File: config.mk
export PLATFORM = sky130hd
export DESIGN_NAME = alu_rr_sched
export DESIGN_NICKNAME = d
export VERILOG_FILES = /design/src/rtl/alu_rr_sched.sv
export SDC_FILE = /design/constraint.sdc
export NUM_CORES = 1
export LEC_CHECK = 0
export CORE_ASPECT_RATIO = 1.1
export CORE_MARGIN = 2
export CORE_UTILIZATION = 55
export DETAILED_ROUTE_END_ITERATION = 10
export DONT_BUFFER_PORTS = 1
export PLACE_DENSITY = 0.77
export SLEW_MARGIN = 20
export SYNTH_ARGS = -nofsm -noshare
export SYNTH_HDL_FRONTEND = slang
export SYNTH_SLANG_ARGS = --single-unit
File: constraint.sdc
create_clock -name clk_i -period 5 [get_ports clk_i]
set_input_delay 1 -clock clk_i [delete_from_list [all_inputs] [get_ports clk_i]]
set_output_delay 1 -clock clk_i [all_outputs]
set_load 0.005 [all_outputs]
File: src/rtl/alu_rr_sched.sv
// Round-robin scheduler sharing one external combinational ALU between NUM_REQ requesters.
// Each operation runs IDLE (accept) -> EXEC (ALU evaluates) -> RESP (hold result until taken).
module alu_rr_sched #(
    parameter int unsigned NUM_REQ = 4,
    parameter int unsigned DW      = 16,
    parameter int unsigned IDW     = 3
) (
    input  logic                   clk_i,
    input  logic                   rst_ni,
    input  logic [NUM_REQ-1:0]     req_valid_i,
    output logic [NUM_REQ-1:0]     req_ready_o,
    input  logic [NUM_REQ*DW-1:0]  req_a_i,
    input  logic [NUM_REQ*DW-1:0]  req_b_i,
    input  logic [NUM_REQ*3-1:0]   req_op_i,
    output logic [NUM_REQ-1:0]     resp_valid_o,
    input  logic [NUM_REQ-1:0]     resp_ready_i,
    output logic [DW:0]            resp_data_o,
    output logic [IDW-1:0]         grant_id_o,
    output logic                   busy_o,
    output logic [DW-1:0]          alu_a_o,
    output logic [DW-1:0]          alu_b_o,
    output logic [2:0]             alu_ctrl_o,
    input  logic [DW:0]            alu_c_i
);

    typedef enum logic [1:0] {StIdle, StExec, StResp} state_e;

    state_e               state_q, state_d;
    logic [IDW-1:0]       ptr_q;
    logic [IDW-1:0]       grant_q;
    logic [DW-1:0]        a_q, b_q;
    logic [2:0]           op_q;
    logic [DW:0]          res_q;

    logic                 win_found;
    logic [IDW-1:0]       win_idx;
    logic [NUM_REQ-1:0]   win_oh;
    logic [NUM_REQ-1:0]   grant_oh;
    logic                 resp_ack;

    // Search ptr+1, ptr+2, ... wrapping at NUM_REQ; the sum is one bit wider so it cannot overflow.
    always_comb begin
        logic [IDW:0]       cand;
        logic [NUM_REQ-1:0] shifted;
        win_found = 1'b0;
        win_idx   = '0;
        cand      = '0;
        shifted   = '0;
        for (int unsigned i = 1; i <= NUM_REQ; i++) begin
            cand = {1'b0, ptr_q} + (IDW+1)'(i);
            if (cand >= (IDW+1)'(NUM_REQ)) begin
                cand = cand - (IDW+1)'(NUM_REQ);
            end
            shifted = req_valid_i >> cand;
            if (!win_found && shifted[0]) begin
                win_found = 1'b1;
                win_idx   = cand[IDW-1:0];
            end
        end
    end

    assign win_oh   = NUM_REQ'(1) << win_idx;
    assign grant_oh = NUM_REQ'(1) << grant_q;
    assign resp_ack = |(resp_ready_i & grant_oh);

    always_ff @(posedge clk_i) begin
        if (!rst_ni) begin
            state_q <= StIdle;
        end else begin
            state_q <= state_d;
        end
    end

    always_comb begin
        state_d = state_q;
        unique case (state_q)
            StIdle:  if (win_found) state_d = StExec;
            StExec:  state_d = StResp;
            StResp:  if (resp_ack) state_d = StIdle;
            default: state_d = StIdle;
        endcase
    end

    always_comb begin
        req_ready_o  = '0;
        resp_valid_o = '0;
        busy_o       = (state_q != StIdle);
        if (state_q == StIdle && win_found) begin
            req_ready_o = win_oh;
        end
        if (state_q == StResp) begin
            resp_valid_o = grant_oh;
        end
    end

    always_ff @(posedge clk_i) begin
        if (!rst_ni) begin
            ptr_q   <= IDW'(NUM_REQ - 1);
            grant_q <= '0;
            a_q     <= '0;
            b_q     <= '0;
            op_q    <= '0;
            res_q   <= '0;
        end else begin
            unique case (state_q)
                StIdle: begin
                    if (win_found) begin
                        grant_q <= win_idx;
                        a_q     <= DW'(req_a_i >> (32'(win_idx) * DW));
                        b_q     <= DW'(req_b_i >> (32'(win_idx) * DW));
                        op_q    <= 3'(req_op_i >> (32'(win_idx) * 3));
                    end
                end
                StExec: res_q <= alu_c_i;
                StResp: if (resp_ack) ptr_q <= grant_q;
                default: ;
            endcase
        end
    end

    // ALU inputs come straight from registers so they are stable for the whole EXEC cycle.
    assign alu_a_o     = a_q;
    assign alu_b_o     = b_q;
    assign alu_ctrl_o  = op_q;
    assign resp_data_o = res_q;
    assign grant_id_o  = grant_q;

endmodule
==> impl_metrics.yaml, run 1 <==
detailed_routing:
  antenna_left: 0
  wire_per_inst_um: 22.2
  first_iter_violations: 278
  first_pass_iters: 5
  vias_per_cell: 7.05
  drc: 0
  routed_wl_um: 12700
  vias: 4041
sta:
  period_minus_slack_ns: 4.46
  tightest_slew_ns: 0.978
  max_slew_margin: 0.348
  timing.final.ws_setup_ns: 0.542
  report.final.slew_viol_count: 0
  finalSetupViolations: 0
  finalClockSkew_ns: 0.0118
  hold_violations: 0
  grt_setup_unrepaired: "false"
  fmax_mhz: 224
  fin_crit_sh: 0.892
  fin_tns_setup_ns: 0
floorplanning:
  chipWidth_um: 88.5
  die_h_um: 97.0
  num_rows: 33
  core_area_um2: 7560
  ioPinCount: 231
  start_util: 0.572
  dieArea_um2: 8580
logic_synthesis:
  yosys-top-cells-count: "83 x nand2_1, 78 x mux2i_1, 60 x dfxtp_1"
  syn_area_um2: 4320
  ys_async_sr_fraction: 0
  synth_edf_count: 0
  synth_top_family_by_area: "compound AO/OA/AOI/OAI gates"
  synthAdderAreaFrac: 0.00579
  ys_warn_count: 0
  syn_avg_cell_area_um2: 8.82
  yosysMostFrequentCell: "nand2_1"
  synth_compound_area_frac: 0.316
  synth_xor_area_frac: 0
  ys_seq_elements: 60
  synth-simple-area-share: 0.131
  synth-seq-area-share: 0.278
  synthMuxAreaShare: 0.204
  synth_nets: 659
  synth.area.top_cells: "dfxtp_1 28%, mux2i_1 18%, o221ai_1 8.1%, nand2_1 7.2%, a32o_1 5.1%"
  synth.distinct_cells: 50
  synth-main-ff-cell: "dfxtp_1"
  synth_largest_area_cell: "dfxtp_1"
  syn_inst: 490
  synth_top_cell_area_share: 0.278
setup_path:
  cp.required_ns: 4.00
  arrival_ns: 3.46
  startpoint_type: "flip-flop"
  crit_type: "reg2out"
  crit_fanout: 85
  rr_worst_depth: 9
  timing.rr.start: "ptr_q[1]"
  cp-end-kind: "output port"
  worstReg2RegEnd: "alu_b_o[3]"
  r2r_slack_ns: 1.24
pwr:
  max-vdd-ir-drop_uv: 205
  leakage_nw: 1.78
  finalPower_mw: 1.85
  cellPowerDensity_nw_per_um2: 409
cts:
  cts_root_buffer: "clkbuf_8"
  htree_levels: 3
  cts_setup_buffers: 0
  cts_resized: 0
  clk_latency_ns: 0.34
  cts.clk_slew.worst_paths_ns: 0.08
  cts.sinks: 60
  cts_tree: "yes"
  clock_path_buffers: 2
  cts_hold_buf: 0
  cts_buffers: 9
placement:
  place_area_um2: 4270
  place_congestion: 0.840
  io_buffers: 0
  post-dp-hpwl_um: 9140
  pre_cts_slack_ns: 0.982
finish:
  final_nets: 632
  diodes: 0
  regArea_um2: 1200
  area_growth_pct: 4.60
  final_area_um2: 4520
  fill_cells: 661
  multi_input_area_um2: 2850
  final_util: 0.598
  drive_gt1_frac: 0.0962
grt:
  grt_max_degree: 86
  overflow: 0
  grt_usage: 0.283
  grt_pass1_wl_um: 19400
  antenna_found_initial: 0
  first_global_vias: 3881
worst_hold_path:
  worstHoldEndpoint: "resp_data_o[10]"
  min_path_type: "reg2reg"
  min_from: "resp_data_o[10]"
  holdPathStages: 2
run_status:
  status: "complete, no violations"
run:
  drv_cap: 0
-- report_power, final --
group	total, mW	internal [mW]	switching, mW
registers	0.661	0.573	0.0879
logic	0.640	0.276	0.364
clock network	0.548	0.334	0.213
-- worst max-delay path, stage by stage (launching register included) --
cell and delay, ns:
dfxtp_4 0.35, buf_4 0.76, mux2i_1 0.48, or2_1 0.27, o311ai_1 0.16, nand2_1 0.12
buf_4 0.32, a22oi_2 0.17, nor3b_1 0.46
-- per-stage QoR --
stage / hold slack (ns) / std cells
global placement: 0.473 / 557
floorplan: 0.460 / 490
finish: 0.490 / 573
CTS: 0.494 / 573
detailed placement: 0.483 / 557
global route: 0.517 / 573
-- placed cells by master, fill, tap and decap left out, drive strengths merged, types with 13 or more instances in the layout --
cell / instances
a21boi: 18
a21oi: 16
a221o: 14
a221oi: 13
a32o: 22
dfxtp: 60
mux2i: 78
nand2: 84
o21ai: 22
o221ai: 41
o22ai: 15
-- metal layers --
metal | up-vias | part of all wire | GRT usage
met5 | - | 0 | 0
met1 | 1917 | 0.36 | 0.312
met3 | 23 | 0.11 | 0.101
li1 | 1874 | - | -
met2 | 227 | 0.50 | 0.493
met4 | 0 | 0.024 | 0.100
-- how the worst max path moves through the flow --
stage	start	endpoint	slack, ns	cells past startpoint
6_report	ptr_q[0]	req_ready_o[2]	0.54	8
5_1_grt	ptr_q[0]	req_ready_o[2]	0.34	8
4_1_cts	ptr_q[1]	req_ready_o[2]	0.59	8
3_5_place_dp	ptr_q[0]	req_ready_o[2]	0.98	8
3_3_place_gp	ptr_q[1]	req_ready_o[2]	1.11	8
2_1_floorplan	ptr_q[0]	req_ready_o[2]	1.08	11
-- cell type report --
| class | instances | share of cell area |
|---|---|---|
| clock buffer | 9 | 0.0274 |
| tap | 105 | 0.0291 |
| inverter | 3 | 0.00249 |
| timing repair buffer | 10 | 0.0166 |
| sequential | 60 | 0.267 |
| clock inverter | 7 | 0.0274 |
| multi-input combinational | 379 | 0.630 |
-- state kept, by name, summed over array words and instances, names as in the netlist --
name and cells:
alu_ctrl_o 3, grant_id_o 3, resp_data_o 17, alu_a_o 16, state_q 2, alu_b_o 16
ptr_q 3
-- cells by family (layout without fill, tap and decap cells) --
family	count (synthesis)	in the layout
adder cells (fa/ha/maj)	2	2
AO/OA/AOI/OAI	169	169
multiplexers	84	84
buffers and inverters	51	29
AND/OR/NAND/NOR	124	124
flip-flops	60	60
Note: power is estimated with default switching activity, not from simulation.
==> run 2, diff against run 1 <==
--- a/config.mk
+++ b/config.mk
@@ -7,10 +7,10 @@
 export LEC_CHECK = 0
 export CORE_ASPECT_RATIO = 1.1
 export CORE_MARGIN = 2
-export CORE_UTILIZATION = 55
+export CORE_UTILIZATION = 41
 export DETAILED_ROUTE_END_ITERATION = 10
 export DONT_BUFFER_PORTS = 1
-export PLACE_DENSITY = 0.77
+export PLACE_DENSITY = 0.62
 export SLEW_MARGIN = 20
 export SYNTH_ARGS = -nofsm -noshare
 export SYNTH_HDL_FRONTEND = slang
==> run 2 against run 1 <==
  * First-iteration DRC count down 44%
  * Sequential power about the same
  * Clock skew shrank 0.0079 ns
  * Maximum frequency grew 1.1%
  * Register-to-register slack got worse by 0.28 ns
  * Total power increased by 5.3%
  * Via count down 1.7%
  * Largest power group unchanged
  * Critical path depth decreased by 2
  * Utilization fell by 15 points
  * Combinational power is essentially flat
  * Cell area rose by 2.4%
  * Non-clock buffer count down 1
  * Critical path type unchanged
==> impl_metrics.yaml, run 2 (synthesis results as in run 1) <==
detailed_routing:
  wl_met3_um: 1320
  top_layer: "met4"
  first_iter_violations: 157
  wire_per_inst_um: 21.7
  wl_met2_um: 6580
  antenna_left: 0
  drc: 0
  vias_per_cell: 6.51
  routed_wl_um: 13200
  vias: 3973
  first_pass_iters: 4
  wl_met1_um: 5140
floorplanning:
  ioPinCount: 231
  chipWidth_um: 102
  dieArea_um2: 11400
  die_h_um: 112
  core_area_um2: 10300
  num_rows: 39
  start_util: 0.418
setup_path:
  worstReg2RegEnd: "alu_a_o[11]"
  slowest_stage: "mux4_2"
  r2r_slack_ns: 0.96
  cp.required_ns: 4.00
  rr_worst_depth: 9
  slowest_delay_ns: 0.59
  crit_type: "reg2out"
  startpoint_type: "flip-flop"
  crit_start: "ptr_q[1]"
  timing.rr.start: "ptr_q[1]"
  cp.depth: 6
  path_buf_inv: 1
  arrival_ns: 3.41
  critical_path.endpoint: "req_ready_o[3]"
  path_cells: "inv_1 > ha_1 > mux4_2 > o32a_1 > o21ai_4 > nor3b_1"
  crit_fanout: 18
  cp-end-kind: "output port"
  path_delay_family: "compound AO/OA/AOI/OAI gates"
placement:
  place_congestion: 0.816
  post-dp-hpwl_um: 9590
  place_area_um2: 4310
  pre_cts_slack_ns: 0.913
  io_buffers: 0
grt:
  grt_max_degree: 86
  grt_usage: 0.223
  first_global_vias: 3859
  antenna_found_initial: 0
  overflow: 0
  grt_pass1_wl_um: 20100
cts:
  cts_setup_buffers: 0
  clock_path_buffers: 2
  cts.clk_slew.worst_paths_ns: 0.05
  htree_levels: 3
  cts_buffers: 9
  cts_tree: "yes"
  clk_latency_ns: 0.33
  cts_resized: 0
  cts_hold_buf: 0
  cts_root_buffer: "clkbuf_16"
  cts.sinks: 60
run:
  drv_cap: 0
sta:
  grt_setup_unrepaired: "false"
  fin_tns_setup_ns: 0
  finalClockSkew_ns: 0.00386
  finalSetupViolations: 0
  fin_crit_sh: 0.882
  period_minus_slack_ns: 4.41
  max_slew_margin: 0.349
  report.final.slew_viol_count: 0
  hold_violations: 0
  timing.final.ws_setup_ns: 0.590
  fmax_mhz: 227
  tightest_slew_ns: 0.976
finish:
  largest_register_ffs: 17
  drive_gt1_frac: 0.0899
  final_util: 0.447
  diodes: 0
  area_growth_pct: 7.07
  final_nets: 631
  final_cell_mix: "83 x nand2_1, 78 x mux2i_1, 59 x dfxtp_1"
  final_area_um2: 4630
  final_common_cell: "nand2_1"
worst_hold_path:
  min_path_type: "reg2reg"
  holdPathStages: 2
run_status:
  status: "complete, no violations"
pwr:
  cellPowerDensity_nw_per_um2: 421
  max-vdd-ir-drop_uv: 184
  finalPower_mw: 1.95
  leakage_nw: 1.80
-- run 2: through the flow --
stage          cells  hold WS [ns]
2_1_floorplan    490         0.460
3_3_place_gp     594         0.473
3_5_place_dp     594         0.480
4_1_cts          610         0.488
5_1_grt          610         0.503
6_report         610         0.481
-- run 2: area by class of cell --
class / count / area [um^2]
fill: 1049 / 5720
inverter: 3 / 11.3
timing repair buffer: 9 / 67.6
multi-input combinational: 379 / 2850
tap: 143 / 179
clock buffer: 13 / 272
clock inverter: 3 / 42.5
sequential: 60 / 1200
-- run 2: worst min-delay path by stage --
stage	startpoint	end	slack (ns)
detailed placement	resp_data_o[1]	resp_data_o[1]	0.48
finish	resp_data_o[1]	resp_data_o[1]	0.48
CTS	resp_data_o[1]	resp_data_o[1]	0.49
global route	resp_data_o[5]	resp_data_o[5]	0.50
global placement	resp_data_o[13]	resp_data_o[13]	0.47
floorplan	resp_data_o[0]	resp_data_o[0]	0.46
-- run 2: routing by layer --
metal	track usage	vias up
li1	-	1870
met1	0.271	1898
met2	0.365	187
met3	0.0709	18
met4	0.0853	0
met5	0	-
-- run 2: report_power, final --
part	total (mW)	switching, mW	internal, mW
Clock	0.647	0.218	0.429
Sequential	0.662	0.0884	0.574
Combinational	0.637	0.363	0.274
Total	1.95	0.670	1.28
-- run 2: worst register-to-register path: stages, from the launching register on --
cell	delay, ns
dfxtp_1	0.55
inv_1	0.14
ha_1	0.54
mux4_2	0.59
o32a_1	0.39
o21ai_4	0.53
buf_4	0.54
mux2i_1	0.32
nand2_1	0.08
a32o_1	0.24
